==> config.mk <==
export PLATFORM = sky130hd
export DESIGN_NAME = cache_mem_arbiter
export DESIGN_NICKNAME = d
export VERILOG_FILES = /design/src/rtl/cache_mem_arbiter.sv
export SDC_FILE = /design/constraint.sdc
export NUM_CORES = 1
export LEC_CHECK = 0
export CORE_AREA = 4 4 290 292
export CTS_CLUSTER_DIAMETER = 200
export DETAILED_ROUTE_END_ITERATION = 10
export DIE_AREA = 0 0 294 296
export PLACE_DENSITY = 0.38
export SLEW_MARGIN = 40
export SYNTH_ARGS = -nofsm -noshare
export SYNTH_HDL_FRONTEND = slang
export SYNTH_SLANG_ARGS = --single-unit
==> constraint.sdc <==
create_clock -name clk -period 2.15 [get_ports clk]
set_input_delay 0.3225 -clock clk [delete_from_list [all_inputs] [get_ports clk]]
set_output_delay 0.3225 -clock clk [all_outputs]
set_load 0.1 [all_outputs]
==> src/rtl/cache_mem_arbiter.sv <==
// Purpose: shares one main-memory line port between icache refill and dcache refill/writeback.
// Latency: request seen at edge N drives mem_req_o from cycle N+1; acks are combinational from mem_ack_i.
// Backpressure: requesters hold req until ack; the grant is held until mem ack or an accepted icache kill.
module cache_mem_arbiter #(
   parameter int ADDR_WIDTH = 32,
   parameter int LINE_WIDTH = 128
) (
   input  logic                  clk,
   input  logic                  rst_n,
   // icache refill side
   input  logic                  ic_req_i,
   input  logic                  ic_kill_i,
   input  logic [ADDR_WIDTH-1:0] ic_addr_i,
   output logic                  ic_ack_o,
   output logic [LINE_WIDTH-1:0] ic_rdata_o,
   // dcache refill / writeback side
   input  logic                  dc_req_i,
   input  logic                  dc_we_i,
   input  logic [ADDR_WIDTH-1:0] dc_addr_i,
   input  logic [LINE_WIDTH-1:0] dc_wdata_i,
   output logic                  dc_ack_o,
   output logic [LINE_WIDTH-1:0] dc_rdata_o,
   // memory line port
   output logic                  mem_req_o,
   output logic                  mem_we_o,
   output logic                  mem_kill_o,
   output logic [ADDR_WIDTH-1:0] mem_addr_o,
   output logic [LINE_WIDTH-1:0] mem_wdata_o,
   input  logic                  mem_ack_i,
   input  logic [LINE_WIDTH-1:0] mem_rdata_i
);

   typedef enum logic [1:0] {
      IDLE   = 2'd0,
      GNT_IC = 2'd1,
      GNT_DC = 2'd2
   } state_t;

   state_t state;
   logic   last_grant_dc;   // 0 = icache had the last grant, 1 = dcache
   logic   ic_vld;
   logic   grant_dc;
   logic   grant_ic;

   // Grant selection in IDLE: a killed icache request is not a request; ties go opposite to last grant
   always_comb begin
      ic_vld   = ic_req_i & ~ic_kill_i;
      grant_dc = dc_req_i & (~ic_vld | ~last_grant_dc);
      grant_ic = ic_vld & ~grant_dc;
   end

   // Acks are gated by the owning grant state so a stray mem ack never leaks to the other side
   always_comb begin
      ic_ack_o   = (state == GNT_IC) & mem_ack_i;
      dc_ack_o   = (state == GNT_DC) & mem_ack_i;
      ic_rdata_o = mem_rdata_i;
      dc_rdata_o = mem_rdata_i;
   end

   // Arbitration FSM with registered memory-side outputs
   always_ff @(posedge clk or negedge rst_n) begin
      if (!rst_n) begin
         state         <= IDLE;
         last_grant_dc <= 1'b0;
         mem_req_o     <= 1'b0;
         mem_we_o      <= 1'b0;
         mem_kill_o    <= 1'b0;
         mem_addr_o    <= '0;
         mem_wdata_o   <= '0;
      end else begin
         mem_kill_o <= 1'b0;
         case (state)
            IDLE: begin
               if (grant_dc) begin
                  state         <= GNT_DC;
                  last_grant_dc <= 1'b1;
                  mem_req_o     <= 1'b1;
                  mem_we_o      <= dc_we_i;
                  mem_addr_o    <= dc_addr_i;
                  mem_wdata_o   <= dc_wdata_i;
               end else if (grant_ic) begin
                  state         <= GNT_IC;
                  last_grant_dc <= 1'b0;
                  mem_req_o     <= 1'b1;
                  mem_we_o      <= 1'b0;
                  mem_addr_o    <= ic_addr_i;
               end
            end
            GNT_IC: begin
               // An ack in the same cycle as a kill wins: the transfer is complete, nothing to abort
               if (mem_ack_i) begin
                  state     <= IDLE;
                  mem_req_o <= 1'b0;
               end else if (ic_kill_i | ~ic_req_i) begin
                  state      <= IDLE;
                  mem_req_o  <= 1'b0;
                  mem_kill_o <= 1'b1;
               end
            end
            GNT_DC: begin
               if (mem_ack_i) begin
                  state     <= IDLE;
                  mem_req_o <= 1'b0;
               end
            end
            default: begin
               state     <= IDLE;
               mem_req_o <= 1'b0;
            end
         endcase
      end
   end

`ifndef SYNTHESIS
   // Protocol and internal consistency checks
   a_one_ack: assert property (@(posedge clk) disable iff (!rst_n) !(ic_ack_o && dc_ack_o));
   a_dc_hold: assert property (@(posedge clk) disable iff (!rst_n) (state == GNT_DC) |-> dc_req_i);
   a_kill_src: assert property (@(posedge clk) disable iff (!rst_n)
      mem_kill_o |-> ((state == IDLE) && ($past(state) == GNT_IC)));
   a_idle_req: assert property (@(posedge clk) disable iff (!rst_n) (state == IDLE) |-> !mem_req_o);
`endif

endmodule

==> results.py <==
metrics = {
    "logic_synthesis": {
        "synth_edf_count": 0,
        "yosysTopAreaCell": "dfrtp_1",
        "ys_seq_area_share_pct": 45.1,
        "yosysTopAreaCellShare_pct": 45.1,
        "syn-num-nets": 1071,
        "syn_area_mm2": 0.00921,
        "syn_area_per_cell_um2": 12.4,
        "synth_cells": 744,
        "synth_cell_type_count": 25,
        "ys_ff_latch": 166,
        "yosys_warnings": 0,
        "synthTopCellsByArea": "dfrtp_1 (45%), buf_4 (21%), mux2_4 (16%)",
        "synth-async-reset-ratio_pct": 100,
        "synthFlopType": "dfrtp_1",
    },
    "clock_tree": {
        "cts_buffers": 17,
        "clkSinkCount": 166,
        "ctsRootBufferMaster": "clkbuf_16",
        "postCtsHoldBufs": 1,
        "cts_buffer_depth": 2,
        "cts_tree": "built",
        "postCtsSetupBuffers": 0,
        "path_clk_slew_ns": 0.10,
        "insertion_delay_ns": 0.48,
        "cts_resized": 0,
        "cts-htree-levels": 4,
    },
    "critical_path": {
        "path_max_fanout": 40,
        "rrSetupSlack_ns": 0.25,
        "crit_end": "mem_wdata_o[57]",
        "end_kind": "flop",
        "worstSetupStartpoint": "state[1]",
        "reg2reg_to": "mem_wdata_o[57]",
        "startpoint_type": "flop",
        "cp.arrival_ns": 2.26,
        "r2r_cells": 4,
        "critPathKind": "reg2reg",
        "worstPathRequired_ns": 2.51,
        "reg2reg_from": "state[1]",
    },
    "sta": {
        "max_freq_mhz": 525,
        "finalSetupViolCount": 0,
        "rsz0062_at_grt": "no",
        "fin_ws_ns": 0.245,
        "final.setup.tns_ns": 0,
        "fin_crit_ns": 1.90,
        "slew_headroom_pct": 65.3,
        "worst_pin_slew_ns": 0.520,
        "final_hold_viol_count": 0,
        "slew_violations": 0,
        "fin_worst_skew_ns": 0.0165,
        "min_period_over_period_pct": 88.6,
    },
    "grt": {
        "grt_first_pass_wirelength_um": 49100,
        "grt.overflow.total": 0,
        "antenna_found_initial": 2,
        "first_global_vias": 6682,
        "grtUsageTotal_pct": 7.86,
        "grt_max_degree": 57,
    },
    "floorplan": {
        "core.rowCount": 105,
        "core_mm2": 0.0816,
        "fp.dieW_um": 294,
        "dieArea_mm2": 0.0870,
        "die_h_um": 296,
        "start_util_pct": 11.3,
        "ioPinCount": 748,
    },
    "placed_design": {
        "post-place-ws_ns": -0.161,
        "dpl.hpwl_um": 27600,
        "gp_congestion": 0.702,
        "placed_cells": 1906,
        "io_buffers": 363,
    },
    "outcome": {
        "status": "complete, no violations",
    },
    "routing": {
        "drt_iter0_drc": 171,
        "drc": 0,
        "viasPerCell": 3.05,
        "vias": 5923,
        "routed_wl_um": 35900,
        "wl_per_cell_um": 18.5,
        "route.antenna.remaining_nets": 0,
        "drt_first_pass_iters": 4,
    },
    "finish": {
        "finalNetCount": 1183,
        "final_cell_mix": "clkdlybuf4s50_1 (197), buf_4 (182), dfrtp_1 (166)",
        "instances_no_fill": 1940,
        "final_common_cell": "clkdlybuf4s50_1",
        "area_growth_pct": 36.8,
        "n_fill_cell": 9048,
        "drive_above_1_share_pct": 41.2,
    },
    "run": {
        "maxCapViolations": 0,
    },
    "worst_hold_path": {
        "worst_hold_path_type": "in2async",
    },
}
synthesized netlist by cell type (2+ instances only):
cell and n:
buf_2 3, a21oi_1 3, nand2b_1 2, buf_6 11, mux2_2 30, a2bb2oi_1 32, o21ai_0 34, or3_1 2
and2_1 32, mux2_4 98, buf_4 257, a221oi_1 32, clkbuf_1 27, dfrtp_1 166, inv_1 3, and3b_1 3
sequential cells by signal, indices dropped and copies added (netlist names):
signal         count
mem_req_o          1
state              2
mem_addr_o        32
last_grant_dc      1
mem_wdata_o      128
mem_we_o           1
mem_kill_o         1
worst min path at each step:
stage	endpoint	slack (ns)	depth (start not counted)
after floorplan	last_grant_dc	0.03	0
after global placement	mem_wdata_o[11]	0.30	1
after detailed placement	mem_wdata_o[11]	0.30	1
after CTS	mem_wdata_o[11]	0.28	2
after global routing	mem_wdata_o[100]	0.30	2
final	mem_wdata_o[11]	0.31	2
cells by family (layout without fill, tap and decap cells):
| logic type | count (synthesis) | after routing | share of synthesized area, % |
|---|---|---|---|
| compound gates | 104 | 104 | 8.37 |
| buf+inv | 301 | 426 | 23.7 |
| flops | 166 | 166 | 45.1 |
| mux | 128 | 128 | 19.6 |
| other cells | 0 | 1 | 0 |
| simple gates | 45 | 45 | 3.18 |
cell type report:
| class | count | area [µm²] | share of cell area [%] |
|---|---|---|---|
| flip-flops and latches | 166 | 4150 | 33.0 |
| repair buffers | 391 | 3560 | 28.3 |
| multi-input cells | 277 | 2890 | 23.0 |
| well taps | 1070 | 1340 | 10.6 |
| clock buffers | 17 | 425 | 3.38 |
| clock inverters | 15 | 215 | 1.71 |
| inverters | 3 | 11.3 | 0.0894 |
| diodes | 1 | 2.50 | 0.0199 |
routing by layer:
layer / GRT usage (%) / routed length, µm
met5: 0.325 / 7
met4: 5.14 / 2040
met3: 4.37 / 4510
met2: 12.7 / 17300
met1: 7.84 / 12100
worst max-delay path, cell delays in order (launching register included):
cell     delay, ns
dfrtp_1       0.37
or2_2         0.30
or3_4         0.48
buf_12        0.24
mux2_4        0.34
per-stage QoR:
stage | util, % | area [µm²] | hold WS (ns)
finish | 15.4 | 12600 | 0.314
global route | 15.4 | 12600 | 0.304
CTS | 15.4 | 12600 | 0.278
detailed placement | 14.6 | 11900 | 0.300
global placement | 14.6 | 11900 | 0.296
floorplan | - | 9210 | 0.0269
Power is left out: the tool's default activity adds up to more than one toggle a clock period on the data nets, which glitch-free logic cannot reach.
==> RTL edit: new RTL, same settings <==
Set the parameter `ADDR_WIDTH` to 48 (it was 32).
--- a/src/rtl/cache_mem_arbiter.sv
+++ b/src/rtl/cache_mem_arbiter.sv
@@ -4,3 +4,3 @@
 module cache_mem_arbiter #(
-   parameter int ADDR_WIDTH = 32,
+   parameter int ADDR_WIDTH = 48,
    parameter int LINE_WIDTH = 128
Interface: changed (resized dc_addr_i, ic_addr_i and mem_addr_o); port bits go from 748 to 796. No check against the original RTL was run, so the function may have changed too.
==> RTL edit against the unedited design <==
- worst setup slack better by 0.0025 ns
- synthesized area rose by 10%
- synthesized cell count up 13%
- cell area rose by 11%
- die area stayed put
- wire length rose by 35%
- sequential cell count up 16
- first-iteration DRC count rose by 54%
- critical endpoint is now mem_wdata_o[2]
==> RTL edit: results (changes against the unedited design) <==
| Item | This run | Unit | vs unedited |
|:---|:---|:---|:---|
| DP HPWL | 38300 | µm | +39% |
| Nets | 1352 | - | +14% |
| Bufs w/o clock | 448 | - | +15% |
| Delay of the slowest cell on the worst path | 0.47 | ns |  |
| WP data arrival | 2.27 | ns |  |
| Multi-In Gates | 341 | - | +23% |
| Initial antenna violation count | 6 | - | +4 |
| Synthesized area | 10100 | µm² | +10% |
| Fin Clk Skew | 0.0196 | ns | +0.00314 ns |
| Number of inserted diodes | 2 | - | +1 |
| Count of routing violations after the opening detailed-route iteration | 264 | - | +54% |
| Global-route usage over all layers | 10.6 | % | +2.7 points |
| Layout non-clock buf frac | 29.2 | % | +0.95 points |
| Number of global-route vias before repair | 7635 | - | +14% |
| Leakage Power | 5.92 | nW |  |
| Highest net fanout along the worst path | 24 | - | -40% |
| Part of the Yosys area used for sequential elements | 45.0 | % | -0.14 points |
| Flop and latch count out of synthesis | 182 | - | +9.6% |
| Post-synth top cells | buf_4 (256), dfrtp_1 (182), mux2_4 (98) | - |  |
| Largest regs | mem_wdata_o x128, mem_addr_o x48, state x2 | - |  |
| Pin count of the biggest net entering global routing | 101 | - | +77% |
| Result of the run | finished, final reports clean | - |  |
| Worst slew pin tran | 0.646 | ns | +0.126 ns |
| Seq area share | 32.5 | % | -0.45 points |
| Worst slack after detailed placement | -0.155 | ns | +0.00586 ns |
| Number of fillers in the final layout | 8976 | - | -0.80% |
| CTS Buffer Depth | 2 | - | unchanged |
| Placed Instance Area | 13300 | µm² | +12% |
| # placed instances | 2043 | - | +7.2% |
| Number of buffers added on ports | 411 | - | +13% |
| Vias after detailed routing | 6959 | - | +17% |
| Global route overflow | 0 | - | unchanged |
| Total CTS buffers | 17 | - | unchanged |
| Cts hold-fix bufs | 1 | - | unchanged |
| Cell-internal power | 11.4 | mW |  |
| Distinct cell type count after synthesis | 26 | - | +4.0% |
| P_comb | 19.3 | mW |  |
| Worst skew pair latency | 0.50 | ns | +0.02 ns |
| Final weighted congestion in routability-driven placement | 0.733 | - | +4.4% |
| Share of cells above drive strength 1 | 38.3 | % | -2.9 points |
| Net count after synthesis | 1199 | - | +12% |
| Wire length of the first global-routing pass | 63900 | µm | +30% |
| Final Non-Filler Cells | 2078 | - | +7.1% |
| Cell types occupying the most area after synthesis | dfrtp_1 (45%), buf_4 (19%), mux2_4 (15%) | - |  |
| Fraction of registers with async set or reset after synthesis | 100 | % | unchanged |
| Post-detailed-routing wire length | 48400 | µm | +35% |
| Proportion of cell area spent on the clock network | 4.59 | % | -0.49 points |
| Area taken by multi-input logic gates | 3360 | µm² | +16% |
| Synthesized area per cell | 12.1 | µm² | -2.6% |
| Register share of total power | 21.0 | % |  |
==> RTL edit: changes by cell type after synthesis <==
cell,before,now
a221oi_1,32,48
a2bb2oi_1,32,48
and2_1,32,48
dfrtp_1,166,182
o21ai_0,34,50
clkbuf_1,27,41
buf_2,3,5
buf_1,0,1
buf_4,257,256
==> RTL edit: worst max-delay path, delay by kind of cell (launching register included) <==
kind                   cells  cell delay [ns]
DFF                        1             0.46
muxes                      1             0.31
and+or+nand+nor            2             0.72
buffers and inverters      1             0.28
==> RTL edit: stage by stage <==
step / util, % / setup TNS [ns]
final: 17.2 / 0
after global placement: 16.4 / -8.71
after detailed placement: 16.4 / -12.13
after CTS: 17.2 / 0
after floorplan: - / 0
after global routing: 17.2 / 0
==> RTL edit: per-layer routing <==
layer	global-route usage [%]	share of wire, %	wire, µm
met1	9.23	30	14400
met2	19.3	53	25600
met3	6.37	13	6520
met4	4.95	3.7	1810
met5	0.434	0.14	66
==> RTL edit: path summary, 6_finish.rpt <==
kind	start	end	slack, ns	cells after the start
setup / recovery	last_grant_dc	mem_wdata_o[2]	0.25	4
max in group asynchronous	rst_n	mem_wdata_o[51]	1.11	3
hold reg to reg	mem_we_o	mem_we_o	0.51	1
setup reg to reg	last_grant_dc	mem_wdata_o[2]	0.25	4
hold / removal	rst_n	mem_wdata_o[23]	0.37	2
min in group clk	ic_addr_i[5]	mem_addr_o[5]	0.38	3
==> RTL edit: kinds of logic (layout without fill, tap and decap cells) <==
family,Yosys count,after routing,share of synthesized area (%)
buffers and inverters,317,483,22.1
AND/OR/NAND/NOR,61,61,3.88
multiplexers,128,128,17.9
AO/OA/AOI/OAI,152,152,11.2
flip-flops,182,182,45.0
other,0,2,0
